### config.mk
export PLATFORM = sky130hd
export DESIGN_NAME = mc_control_fsm
export DESIGN_NICKNAME = d
export VERILOG_FILES = /design/src/rtl/mc_control_fsm.sv
export SDC_FILE = /design/constraint.sdc
export NUM_CORES = 1
export LEC_CHECK = 0
export ABC_AREA = 1
export ABC_CLOCK_PERIOD_IN_PS = 1000
export BUFFER_PORTS_ARGS = -buffer_cell sky130_fd_sc_hd__buf_2
export CAP_MARGIN = 20
export CORE_AREA = 4 4 41 43
export CTS_BUF_LIST = sky130_fd_sc_hd__clkbuf_4 sky130_fd_sc_hd__clkbuf_8
export DETAILED_ROUTE_END_ITERATION = 8
export DIE_AREA = 0 0 45 47
export PLACE_DENSITY = 0.8
export SLEW_MARGIN = 20
export SYNTH_ARGS = -nofsm -noshare
export SYNTH_HDL_FRONTEND = slang
export SYNTH_SLANG_ARGS = --single-unit
### constraint.sdc
create_clock -name clk -period 1 [get_ports clk]
set_input_delay 0.05 -clock clk [delete_from_list [all_inputs] [get_ports clk]]
set_output_delay 0.05 -clock clk [all_outputs]
set_load 0.005 [all_outputs]
### src/rtl/mc_control_fsm.sv
// Main control unit of the multi-cycle MIPS-subset core: a Moore sequencer that walks
// the shared datapath through fetch/decode/execute/memory/writeback steps.
module mc_control_fsm #(
  parameter logic [5:0] OP_RTYPE = 6'b000000,
  parameter logic [5:0] OP_LW    = 6'b100011,
  parameter logic [5:0] OP_SW    = 6'b101011,
  parameter logic [5:0] OP_BEQ   = 6'b000100,
  parameter logic [5:0] OP_J     = 6'b000010,
  parameter logic [5:0] OP_ADDI  = 6'b001000
) (
  input  logic       clk,
  input  logic       rst_n,
  input  logic [5:0] op,
  input  logic       mem_ready,
  output logic       pc_write,
  output logic       pc_write_cond,
  output logic       i_or_d,
  output logic       mem_read,
  output logic       mem_write,
  output logic       mem_to_reg,
  output logic       ir_write,
  output logic [1:0] pc_source,
  output logic [1:0] alu_op,
  output logic       alu_src_a,
  output logic [1:0] alu_src_b,
  output logic       reg_write,
  output logic       reg_dst,
  output logic [3:0] state
);

  typedef enum logic [3:0] {
    FETCH  = 4'd0,
    DECODE = 4'd1,
    MEMADR = 4'd2,
    MEMRD  = 4'd3,
    MEMWB  = 4'd4,
    MEMWR  = 4'd5,
    EXEC   = 4'd6,
    RWB    = 4'd7,
    BRANCH = 4'd8,
    JUMP   = 4'd9,
    ADDIEX = 4'd10,
    ADDIWB = 4'd11
  } state_t;

  state_t state_reg;

  // Memory states hold while mem_ready is low; op is only looked at in DECODE and MEMADR.
  always_ff @(posedge clk or negedge rst_n) begin
    if (!rst_n) begin
      state_reg <= FETCH;
    end else begin
      case (state_reg)
        FETCH:  if (mem_ready) state_reg <= DECODE;
        DECODE: begin
          if (op == OP_LW || op == OP_SW) state_reg <= MEMADR;
          else if (op == OP_RTYPE)        state_reg <= EXEC;
          else if (op == OP_BEQ)          state_reg <= BRANCH;
          else if (op == OP_J)            state_reg <= JUMP;
          else if (op == OP_ADDI)         state_reg <= ADDIEX;
          else                            state_reg <= FETCH;
        end
        MEMADR: state_reg <= (op == OP_LW) ? MEMRD : MEMWR;
        MEMRD:  if (mem_ready) state_reg <= MEMWB;
        MEMWB:  state_reg <= FETCH;
        MEMWR:  if (mem_ready) state_reg <= FETCH;
        EXEC:   state_reg <= RWB;
        RWB:    state_reg <= FETCH;
        BRANCH: state_reg <= FETCH;
        JUMP:   state_reg <= FETCH;
        ADDIEX: state_reg <= ADDIWB;
        ADDIWB: state_reg <= FETCH;
        default: state_reg <= FETCH;
      endcase
    end
  end

  // Decoded straight from the state register so reset forces the FETCH decode at once.
  always_comb begin
    pc_write      = 1'b0;
    pc_write_cond = 1'b0;
    i_or_d        = 1'b0;
    mem_read      = 1'b0;
    mem_write     = 1'b0;
    mem_to_reg    = 1'b0;
    ir_write      = 1'b0;
    pc_source     = 2'b00;
    alu_op        = 2'b00;
    alu_src_a     = 1'b0;
    alu_src_b     = 2'b00;
    reg_write     = 1'b0;
    reg_dst       = 1'b0;
    case (state_reg)
      FETCH: begin
        mem_read  = 1'b1;
        ir_write  = mem_ready;
        pc_write  = mem_ready;
        alu_src_b = 2'b01;
      end
      DECODE: alu_src_b = 2'b11;
      MEMADR: begin
        alu_src_a = 1'b1;
        alu_src_b = 2'b10;
      end
      MEMRD: begin
        mem_read = 1'b1;
        i_or_d   = 1'b1;
      end
      MEMWB: begin
        reg_write  = 1'b1;
        mem_to_reg = 1'b1;
      end
      MEMWR: begin
        mem_write = 1'b1;
        i_or_d    = 1'b1;
      end
      EXEC: begin
        alu_src_a = 1'b1;
        alu_op    = 2'b10;
      end
      RWB: begin
        reg_write = 1'b1;
        reg_dst   = 1'b1;
      end
      BRANCH: begin
        alu_src_a     = 1'b1;
        alu_op        = 2'b01;
        pc_write_cond = 1'b1;
        pc_source     = 2'b01;
      end
      JUMP: begin
        pc_write  = 1'b1;
        pc_source = 2'b10;
      end
      ADDIEX: begin
        alu_src_a = 1'b1;
        alu_src_b = 2'b10;
      end
      ADDIWB: reg_write = 1'b1;
      default: ;
    endcase
  end

  assign state = state_reg;

endmodule

==> results.sh <==
export IMPL_status="finished, violations left"
export IMPL_failed_checks="setup timing"
export IMPL_met1_length_um=927
export IMPL_grt_start_max_net_pins=8
export IMPL_max_freq_mhz=692
export IMPL_cts_h_tree_lvls=1
export IMPL_fraction_of_synthesis_flops_using_an_asynchronous_set_or_reset_pin_pct=100
export IMPL_cts_tree="built"
export IMPL_initial_core_util_pct=38.0
export IMPL_crit_type="reg -> out"
export IMPL_clock_latency_ps=250
export IMPL_chipWidth_um=45
export IMPL_initialDrtViolationCount=19
export IMPL_totalWireLength_mm=2.60
export IMPL_worst_setup_hold_path_clk_slew_ps=50
export IMPL_final_min_period_over_clock_period_pct=144
export IMPL_met2_length_mm=1.30
export IMPL_first_global_vias=717
export IMPL_final_layout_size_suffix_gt1_share_pct=62.8
export IMPL_data_arrival_time_at_the_worst_slack_endpoint_ps=1390
export IMPL_synth_flop_cell="sky130_fd_sc_hd__dfrtp_1"
export IMPL_nFillCells=73
export IMPL_rsz0062_at_grt="yes"
export IMPL_grt_antenna_before_repair=0
export IMPL_post_synth_cell_area_avg_um2=5.26
export IMPL_grt_overflow_total=0
export IMPL_port_buffers=28
export IMPL_post_drt_via_cell_ratio=5.31
export IMPL_cts_buffers=3
export IMPL_summed_negative_setup_slack_over_all_endpoints_ps=-6770
export IMPL_highest_signal_layer="met4"
export IMPL_final_setup_worst_slack_ps=-445
export IMPL_n_antenna_cell=0
export IMPL_synthDominantAreaCellType="sky130_fd_sc_hd__dfrtp_1"
export IMPL_synth_cells_most_frequent="sky130_fd_sc_hd__nand2_1, sky130_fd_sc_hd__nor2_1, sky130_fd_sc_hd__inv_1"
export IMPL_global_route_wire_length_before_repair_mm=2.93
export IMPL_timing_critical_path_required_ps=950
export IMPL_final_hold_violation_count=0
export IMPL_power_density_cell_area_mw_per_mm2=1690
export IMPL_clockBufferDepth=2
export IMPL_largest_register_ff_count=4
export IMPL_via_count=865
export IMPL_r2r_worst_path_cells=7
export IMPL_finalCriticalPeriod_ps=1440
export IMPL_area_growth_pct=118
export IMPL_drt_pre_antenna_iters=4
export IMPL_met3_wirelength_um=225
export IMPL_syn_num_nets=103
export IMPL_cellLeakagePower_nw=0.600
export IMPL_slew_limit_headroom_pct=82.3
export IMPL_mappedNetlistArea_um2=494
export IMPL_dieHeight_um=47
export IMPL_max_cap_viol_count=0
export IMPL_fin_cells=163
export IMPL_finalWeightedCongestion=0.925
export IMPL_worst_pin_slew_ps=265
export IMPL_critical_path_max_fanout=6
export IMPL_wl_per_cell_um=16.0
export IMPL_endpoint_kind="output pin"
export IMPL_dpl_hpwl_mm=1.31
export IMPL_timing_final_setup_violations=22
export IMPL_power_ir_vdd_worst_mv=0.834
export IMPL_core_region_area_mm2=0.00130
export IMPL_nNetsFinal=158
export IMPL_yosys_cell_types_count=16
export IMPL_hold_path_class="in -> async"
export IMPL_regToRegStartpoint="state[2]"
export IMPL_postSynthCellCount=94
export IMPL_register_to_register_setup_slack_ps=-350
export IMPL_numClockSinks=4
export IMPL_post_place_cells=145
export IMPL_fin_skew_ps=5.13
export IMPL_drc_errors=0
export IMPL_ant_nets=0
export IMPL_synth_edf_count=0
export IMPL_cp_start_kind="flip-flop"
export IMPL_clockRootBuffer="sky130_fd_sc_hd__clkbuf_4"
export IMPL_netlist_top_cells_area="sky130_fd_sc_hd__dfrtp_1, sky130_fd_sc_hd__nand2_1, sky130_fd_sc_hd__nor2_1"
export IMPL_register_bit_total_from_synthesis=4
export IMPL_yosysSeqAreaShare_pct=20.3
export IMPL_synth_top_area_share_pct=20.3
export IMPL_ioPinCount=29
export IMPL_ys_warnings=0
export IMPL_grt_usage_pct=18.8
export IMPL_fin_max_slew_vios=0
export IMPL_num_rows=13
export IMPL_timing_rr_end="state[2]"
export IMPL_die_area_mm2=0.00212
## worst max-delay path by stage
stage,startpoint,to,slack (ps),cells past startpoint
6_report,state[1],pc_write,-440,4
4_1_cts,state[3],alu_src_a,-300,5
5_1_grt,state[1],pc_write,-500,4
2_1_floorplan,state[2],state[0],-30,7
3_3_place_gp,state[1],state[0],-110,7
3_5_place_dp,state[3],reg_write,-120,6
## power breakdown
group	leakage, nW	internal [mW]	total (mW)	switching, mW
logic	0.534	0.605	1.25	0.647
registers	0.0477	0.197	0.290	0.0930
clock network	0.0184	0.179	0.281	0.102
total	0.600	0.982	1.82	0.842
## worst max-delay path: stages, from the launching register on
cell                      delay (ps)
sky130_fd_sc_hd__dfrtp_2         490
sky130_fd_sc_hd__nor2_4          170
sky130_fd_sc_hd__nand2_1         150
sky130_fd_sc_hd__o22ai_1         180
sky130_fd_sc_hd__buf_2           160
## kinds of logic after synthesis
| kind of cell | count (synthesis) | share of synthesized area (%) |
|---|---|---|
| buffers and inverters | 16 | 13.2 |
| AND/OR/NAND/NOR | 69 | 61.0 |
| flip-flops | 4 | 20.3 |
| AO/OA/AOI/OAI | 5 | 5.57 |
## layer usage
layer	track usage, %	up-vias
met1	18.5	389
li1	-	396
met5	0	-
met3	2.68	18
met2	37.9	62
met4	8.77	0
## metrics by stage
stage | hold slack (ps) | setup slack [ps] | power [mW] | util (%) | cell area, µm²
after global routing | 195 | -498 | 1.91 | 83.0 | 1080
after floorplan | -246 | -27.1 | 0.610 | - | 515
after detailed placement | -141 | -119 | 0.908 | 56.4 | 734
after CTS | 141 | -300 | 1.29 | 67.9 | 883
after global placement | -145 | -106 | 0.894 | 56.4 | 734
final | 202 | -445 | 1.82 | 83.0 | 1080
## repair_timing
action | CTS | global route
buffers inserted | 8 | 7
pin swaps | 7 | 17
hold buffers | 1 | 0
endpoints found under the setup margin | 21 | 22
gates cloned | 0 | 0
gates resized for setup | 18 | 40
endpoints found under the hold margin | 4 | 0
## cell type report
type | count | area, µm² | share of cell area, %
clock buffer | 4 | 30.0 | 2.78
sequential | 4 | 105 | 9.73
tap | 15 | 18.8 | 1.74
inverter | 15 | 65.1 | 6.03
multi-input combinational | 74 | 487 | 45.1
timing repair buffer | 51 | 374 | 34.6
## cell usage in the layout (no fill, tap or decap), drive strengths merged, types with 2 or more instances in the layout
master / instances
o22ai: 2
o21ai: 2
nor2: 27
dfrtp: 4
inv: 14
nand2: 28
clkbuf: 4
nand3: 12
buf: 50
Note: power is estimated with default switching activity, not from simulation.
